--- config.mk ---
export PLATFORM = sky130hd
export DESIGN_NAME = fetch_pc_unit
export DESIGN_NICKNAME = d
export VERILOG_FILES = /design/src/rtl/fetch_pc_unit.sv
export SDC_FILE = /design/constraint.sdc
export NUM_CORES = 1
export LEC_CHECK = 0
export CORE_MARGIN = 2
export CORE_UTILIZATION = 45
export CTS_BUF_LIST = sky130_fd_sc_hd__clkbuf_8 sky130_fd_sc_hd__clkbuf_16
export DETAILED_ROUTE_END_ITERATION = 8
export PLACE_DENSITY = 0.91
export SLEW_MARGIN = 15
export SYNTH_ARGS = -nofsm -noshare
export SYNTH_HDL_FRONTEND = slang
export SYNTH_SLANG_ARGS = --single-unit
--- constraint.sdc ---
create_clock -name clk -period 3.9 [get_ports clk]
set_clock_uncertainty 0.2 [all_clocks]
set_input_delay 0.39 -clock clk [delete_from_list [all_inputs] [get_ports clk]]
set_output_delay 0.39 -clock clk [all_outputs]
set_load 0.005 [all_outputs]
--- src/rtl/fetch_pc_unit.sv ---
// Fetch/PC front end of the 16-bit single-cycle CPU: fetches from a variable-latency
// instruction memory, presents one instruction per EXEC cycle and resolves the next PC.
module fetch_pc_unit #(
  parameter logic [15:0] RESET_PC = 16'h0000,
  parameter int unsigned MAX_WAIT = 8
) (
  input  logic        clk,
  input  logic        rst_n,
  output logic [15:0] imem_addr,
  output logic        imem_req,
  input  logic [15:0] imem_rdata,
  input  logic        imem_valid,
  output logic [15:0] instr,
  output logic        instr_valid,
  input  logic        branch,
  input  logic        branch_reg,
  input  logic        halt,
  input  logic [2:0]  cond,
  input  logic [15:0] imm,
  input  logic [15:0] rs_data,
  input  logic [2:0]  flag_wen,
  input  logic [2:0]  alu_flags,
  output logic [2:0]  flags,
  output logic [15:0] pc_plus2,
  output logic        halted,
  output logic        fetch_err
);

  typedef enum logic [1:0] {
    IDLE   = 2'd0,
    FETCH  = 2'd1,
    EXEC   = 2'd2,
    HALTED = 2'd3
  } state_t;

  state_t      state, state_next;
  logic [15:0] pc;
  logic [7:0]  wait_cnt;
  logic        fetch_timeout;
  logic        cond_taken;
  logic [15:0] branch_target;
  logic [15:0] next_pc;

  // Last permitted miss: this FETCH cycle brings the count up to MAX_WAIT.
  assign fetch_timeout = (wait_cnt == 8'(MAX_WAIT - 1));

  assign imem_addr     = pc;
  assign pc_plus2      = pc + 16'd2;
  assign branch_target = branch_reg ? {rs_data[15:1], 1'b0} : pc_plus2 + imm;
  assign next_pc       = (branch && cond_taken) ? branch_target : pc_plus2;

  // flags = {Z, V, N}; evaluated against the value held before this instruction's write.
  always_comb begin
    // NOTE: every always_comb output gets a default first so no path leaves it unassigned (no latch).
    cond_taken = 1'b0;
    unique case (cond)
      3'b000: cond_taken = !flags[2];
      3'b001: cond_taken = flags[2];
      3'b010: cond_taken = !flags[2] && !flags[0];
      3'b011: cond_taken = flags[0];
      3'b100: cond_taken = flags[2] || (!flags[2] && !flags[0]);
      3'b101: cond_taken = flags[0] || flags[2];
      3'b110: cond_taken = flags[1];
      3'b111: cond_taken = 1'b1;
      default: cond_taken = 1'b0;
    endcase
  end

  always_ff @(posedge clk) begin
    // NOTE: sequential state uses non-blocking assignment so every register samples pre-edge values.
    if (!rst_n) state <= IDLE;
    else        state <= state_next;
  end

  always_comb begin
    state_next = state;
    unique case (state)
      IDLE:    state_next = FETCH;
      FETCH: begin
        if (imem_valid)         state_next = EXEC;
        else if (fetch_timeout) state_next = HALTED;
      end
      EXEC:    state_next = halt ? HALTED : FETCH;
      HALTED:  state_next = HALTED;
      default: state_next = IDLE;
    endcase
  end

  always_comb begin
    imem_req    = (state == FETCH);
    instr_valid = (state == EXEC);
  end

  always_ff @(posedge clk) begin
    if (!rst_n) begin
      pc        <= RESET_PC;
      instr     <= 16'h0000;
      flags     <= 3'b000;
      wait_cnt  <= 8'd0;
      halted    <= 1'b0;
      fetch_err <= 1'b0;
    end else begin
      unique case (state)
        FETCH: begin
          if (imem_valid) begin
            instr    <= imem_rdata;
            wait_cnt <= 8'd0;
          end else begin
            wait_cnt <= wait_cnt + 8'd1;
            if (fetch_timeout) begin
              fetch_err <= 1'b1;
              halted    <= 1'b1;
            end
          end
        end
        EXEC: begin
          // A halting instruction freezes pc at its own address and suppresses the flag write.
          if (halt) begin
            halted <= 1'b1;
          end else begin
            pc    <= next_pc;
            flags <= (flags & ~flag_wen) | (alu_flags & flag_wen);
          end
        end
        default: ;
      endcase
    end
  end

endmodule

==> results of run 1 <==
==> power breakdown <==
part	internal, mW	leakage [nW]	switching, mW
sequential	0.493	0.381	0.0119
combinational	0.131	1.34	0.109
clock	0.139	0.0470	0.161
==> logic make-up (layout without fill, tap and decap cells) <==
family | after synthesis | count (layout)
and+or+nand+nor | 171 | 171
AOI/OAI and AO/OA | 112 | 112
DFF | 47 | 47
xor gates and xnor gates | 29 | 29
buffers and inverters | 25 | 137
adders and majority gates | 23 | 23
muxes | 6 | 6
==> path summary, 6_finish.rpt <==
path | start | end | slack (ps) | cells after the start
min | instr[13] | instr[13] | 260 | 2
max | imem_addr[4] | imem_addr[15] | 290 | 12
min reg2reg | instr[13] | instr[13] | 260 | 2
max reg2reg | imem_addr[4] | imem_addr[15] | 290 | 12
==> flip-flops by register name (all words and copies together), names as in the netlist, named ones only <==
name and count:
imem_addr 16, state 2, fetch_err 1, halted 1
wait_cnt 8, instr 16
==> layer usage <==
metal,routed length (um),up-vias,global-route usage,part of all wire
li1,-,1702,-,-
met4,151,0,0.0611,0.016
met2,4550,143,0.400,0.48
met1,4130,1665,0.300,0.43
met5,0,-,0,0
met3,671,15,0.0406,0.071
==> worst register-to-register path, delay by kind of cell, from the launching register on <==
family,cells,cell delay [ps]
AOI/OAI and AO/OA,6,1110
xor gates and xnor gates,2,580
adders and majority gates,1,380
DFF,1,460
and+or+nand+nor,3,780
==> per-stage QoR <==
stage | utilization | power, mW | std cells
2_1_floorplan | - | 0.628 | 413
3_3_place_gp | 0.650 | 0.747 | 614
3_5_place_dp | 0.650 | 0.754 | 614
4_1_cts | 0.663 | 1.05 | 621
5_1_grt | 0.663 | 1.09 | 621
6_report | 0.663 | 1.05 | 621
==> synthesized netlist by cell type, types with 2 or more instances <==
master    instances  area, um2
nand2_1          68        255
dfxtp_1          47        941
a21oi_1          39        195
nor2_1           34        128
o21ai_0          23        115
ha_1             21        263
nand3_1          14       70.1
xnor2_1          14        123
xor2_1           14        123
clkbuf_1         10       37.5
nand4_1           9       56.3
nand2b_1          8       50.1
o211ai_1          8       60.1
a211oi_1          7       52.6
inv_1             6       22.5
a21o_1            5       37.5
a31oi_1           5       31.3
mux2i_1           5       50.1
and2_1            4       25.0
nor3_1            4       20.0
a221oi_1          3       26.3
and3_1            3       18.8
and4_1            3       26.3
nand3b_1          3       22.5
nor2b_1           3       18.8
nor4_1            3       18.8
o21a_1            3       22.5
o21ai_1           3       15.0
buf_1             2       7.51
buf_4             2       15.0
nor3_4            2       32.5
nor3b_1           2       15.0
nor4b_2           2       30.0
o311ai_0          2       17.5
o31ai_1           2       15.0
==> area by class of cell <==
cell class	instances	area, um2
Clock inverter	1	5.00
Tap cell	96	120
Sequential cell	47	941
Inverter	8	30.0
Fill cell	579	2330
Clock buffer	6	82.6
Timing Repair Buffer	122	1210
Multi-Input combinational cell	341	2190
==> out/results.tsv, run 1 <==
stage	metric	value	unit
clocking	post-cts resize count	0	
synthesis	Netlist cell types	65	
route	Detail Route Antenna Nets	0	
sta	min Tclk post-route	3610	ps
clocking	Post-CTS Hold Fix Bufs	0	
route	wire length per cell	15.3	um
clocking	clk sink count	47	
route	First DRT Iteration DRCs	229	
setup_path	Worst path top cell family by delay	compound AO/OA/AOI/OAI gates	
synthesis	Synth Area in Simple Gates	0.271	
clocking	insertion delay to the later sink of the worst-skew pair	300	ps
route	DRC violations left	0	
layout	most frequent cells in the layout	clkdlybuf4s50_1 (116), nand2_1 (68), dfxtp_1 (47)	
clocking	CTS max path bufs	2	
sta	RSZ-0062 raised after global routing	false	
clocking	CTS tree	built	
sta	Fmax	277	MHz
layout	commonest non-fill, non-tap cell in the layout	clkdlybuf4s50_1	
synthesis	adder-cell share of the synthesized area	0.0902	
clocking	root buffer cell	clkbuf_8	
synthesis	Synth Flop Type	dfxtp_1	
placement	Final Wtd Congestion	0.895	
setup_path	worst setup path category	reg -> reg	
sta	max_slew headroom	0.451	
setup_path	endpoint class of the critical path	flip-flop	
synthesis	Syn Nets	498	
grt	grt ovf	0	
status	status	complete, no violations	
sta	Final Hold Fails	0	
synthesis	Async SR Flop Fraction	0	
clocking	Reg clk slew, reported paths	90	ps
synthesis	largest family of logic cells by synthesized area	simple AND/OR/NAND/NOR gates	
placement	Setup Slack @ Placement	390	ps
clocking	post-CTS setup buffers	0	
pwr	power per standard cell area	228	mW/mm2
floorplan	FP Rows	30	
synthesis	Mapped Area	0.00325	mm2
sta	Slew @ Worst Pin	821	ps
placement	Port-buffer cells	116	
floorplan	Die ar.	0.00791	mm2
sta	Final period util	0.925	
setup_path	crit path cell chain	and4_1, and3_2, nand4_1, xnor2_1, ha_1, a21oi_1, o21ai_0, a21o_1, a21oi_1, o31ai_1, xnor2_1, o21ai_2	
grt	Tot GR Track Use	0.232	
layout	design area	0.00458	mm2
synthesis	xor/xnor share of the synthesized area	0.0805	
grt	pin count of the biggest net entering global routing	38	
pwr	Pleak	1.76	nW
placement	placed inst area	0.00449	mm2
synthesis	sequential element share of the synthesized area	0.290	
sta	Total Neg Setup Slack	0	ps
route	Via density	5.68	
synthesis	number of flops mapped to enable cells by yosys	0	
synthesis	Mapped Cells	413	
floorplan	die height	88.9	um
worst_hold_path	Hold Path Class	reg -> reg	
synthesis	#FFs+latches synth	47	
synthesis	Mean Syn Cell Area	7.86	um2
floorplan	Starting Density	0.470	
sta	PnR worst setup slack	294	ps
setup_path	Worst EP required	3900	ps
pwr	Peak supply drop	0.184	mV
route	DR pass1 iterations	4	
setup_path	CP Buf/Inv Count	0	
flow_run	Max Cap Violations	0	
sta	Hold WS	256	ps
synthesis	post-synthesis mux area share	0.0189	
setup_path	slowest stage cell, crit path	dfxtp_1	
grt	number of global-route vias before repair	3204	
clocking	cts bufs inserted	5	
setup_path	arrival time at the worst endpoint	3610	ps
synthesis	Synth Area in Compound Gates	0.215	
synthesis	total number of yosys warnings	0	
grt	initial antenna violation count	0	
layout	P&R area growth vs syn	41.0	%
layout	Nets	610	
floorplan	die width	88.9	um
sta	Final setup viols	0	
route	vias after detailed routing	3525	
route	Post-Route WL	9500	um
setup_path	CP startpoint kind	flip-flop	
grt	first-pass GRT wire length	14500	um
sta	Slew Limit Fails	0	
floorplan	I/O Pins	118	
clocking	depth of the CTS H-tree	2	
floorplan	Core Box Area	0.00691	mm2
placement	hpwl dp	7110	um
layout	share of layout cells above drive strength 1	0.0533	
layout	# diodes	0	
setup_path	largest stage delay on the critical path	460	ps
setup_path	Crit Path Max Fanout	7	
Power figures use the tool's default switching activity.
==> run 2, diff against run 1 <==
SKIP_LAST_GASP = 1   (was not set)
==> results of run 2 <==
The final DEF is identical to that of run 1; final timing and power are the same.
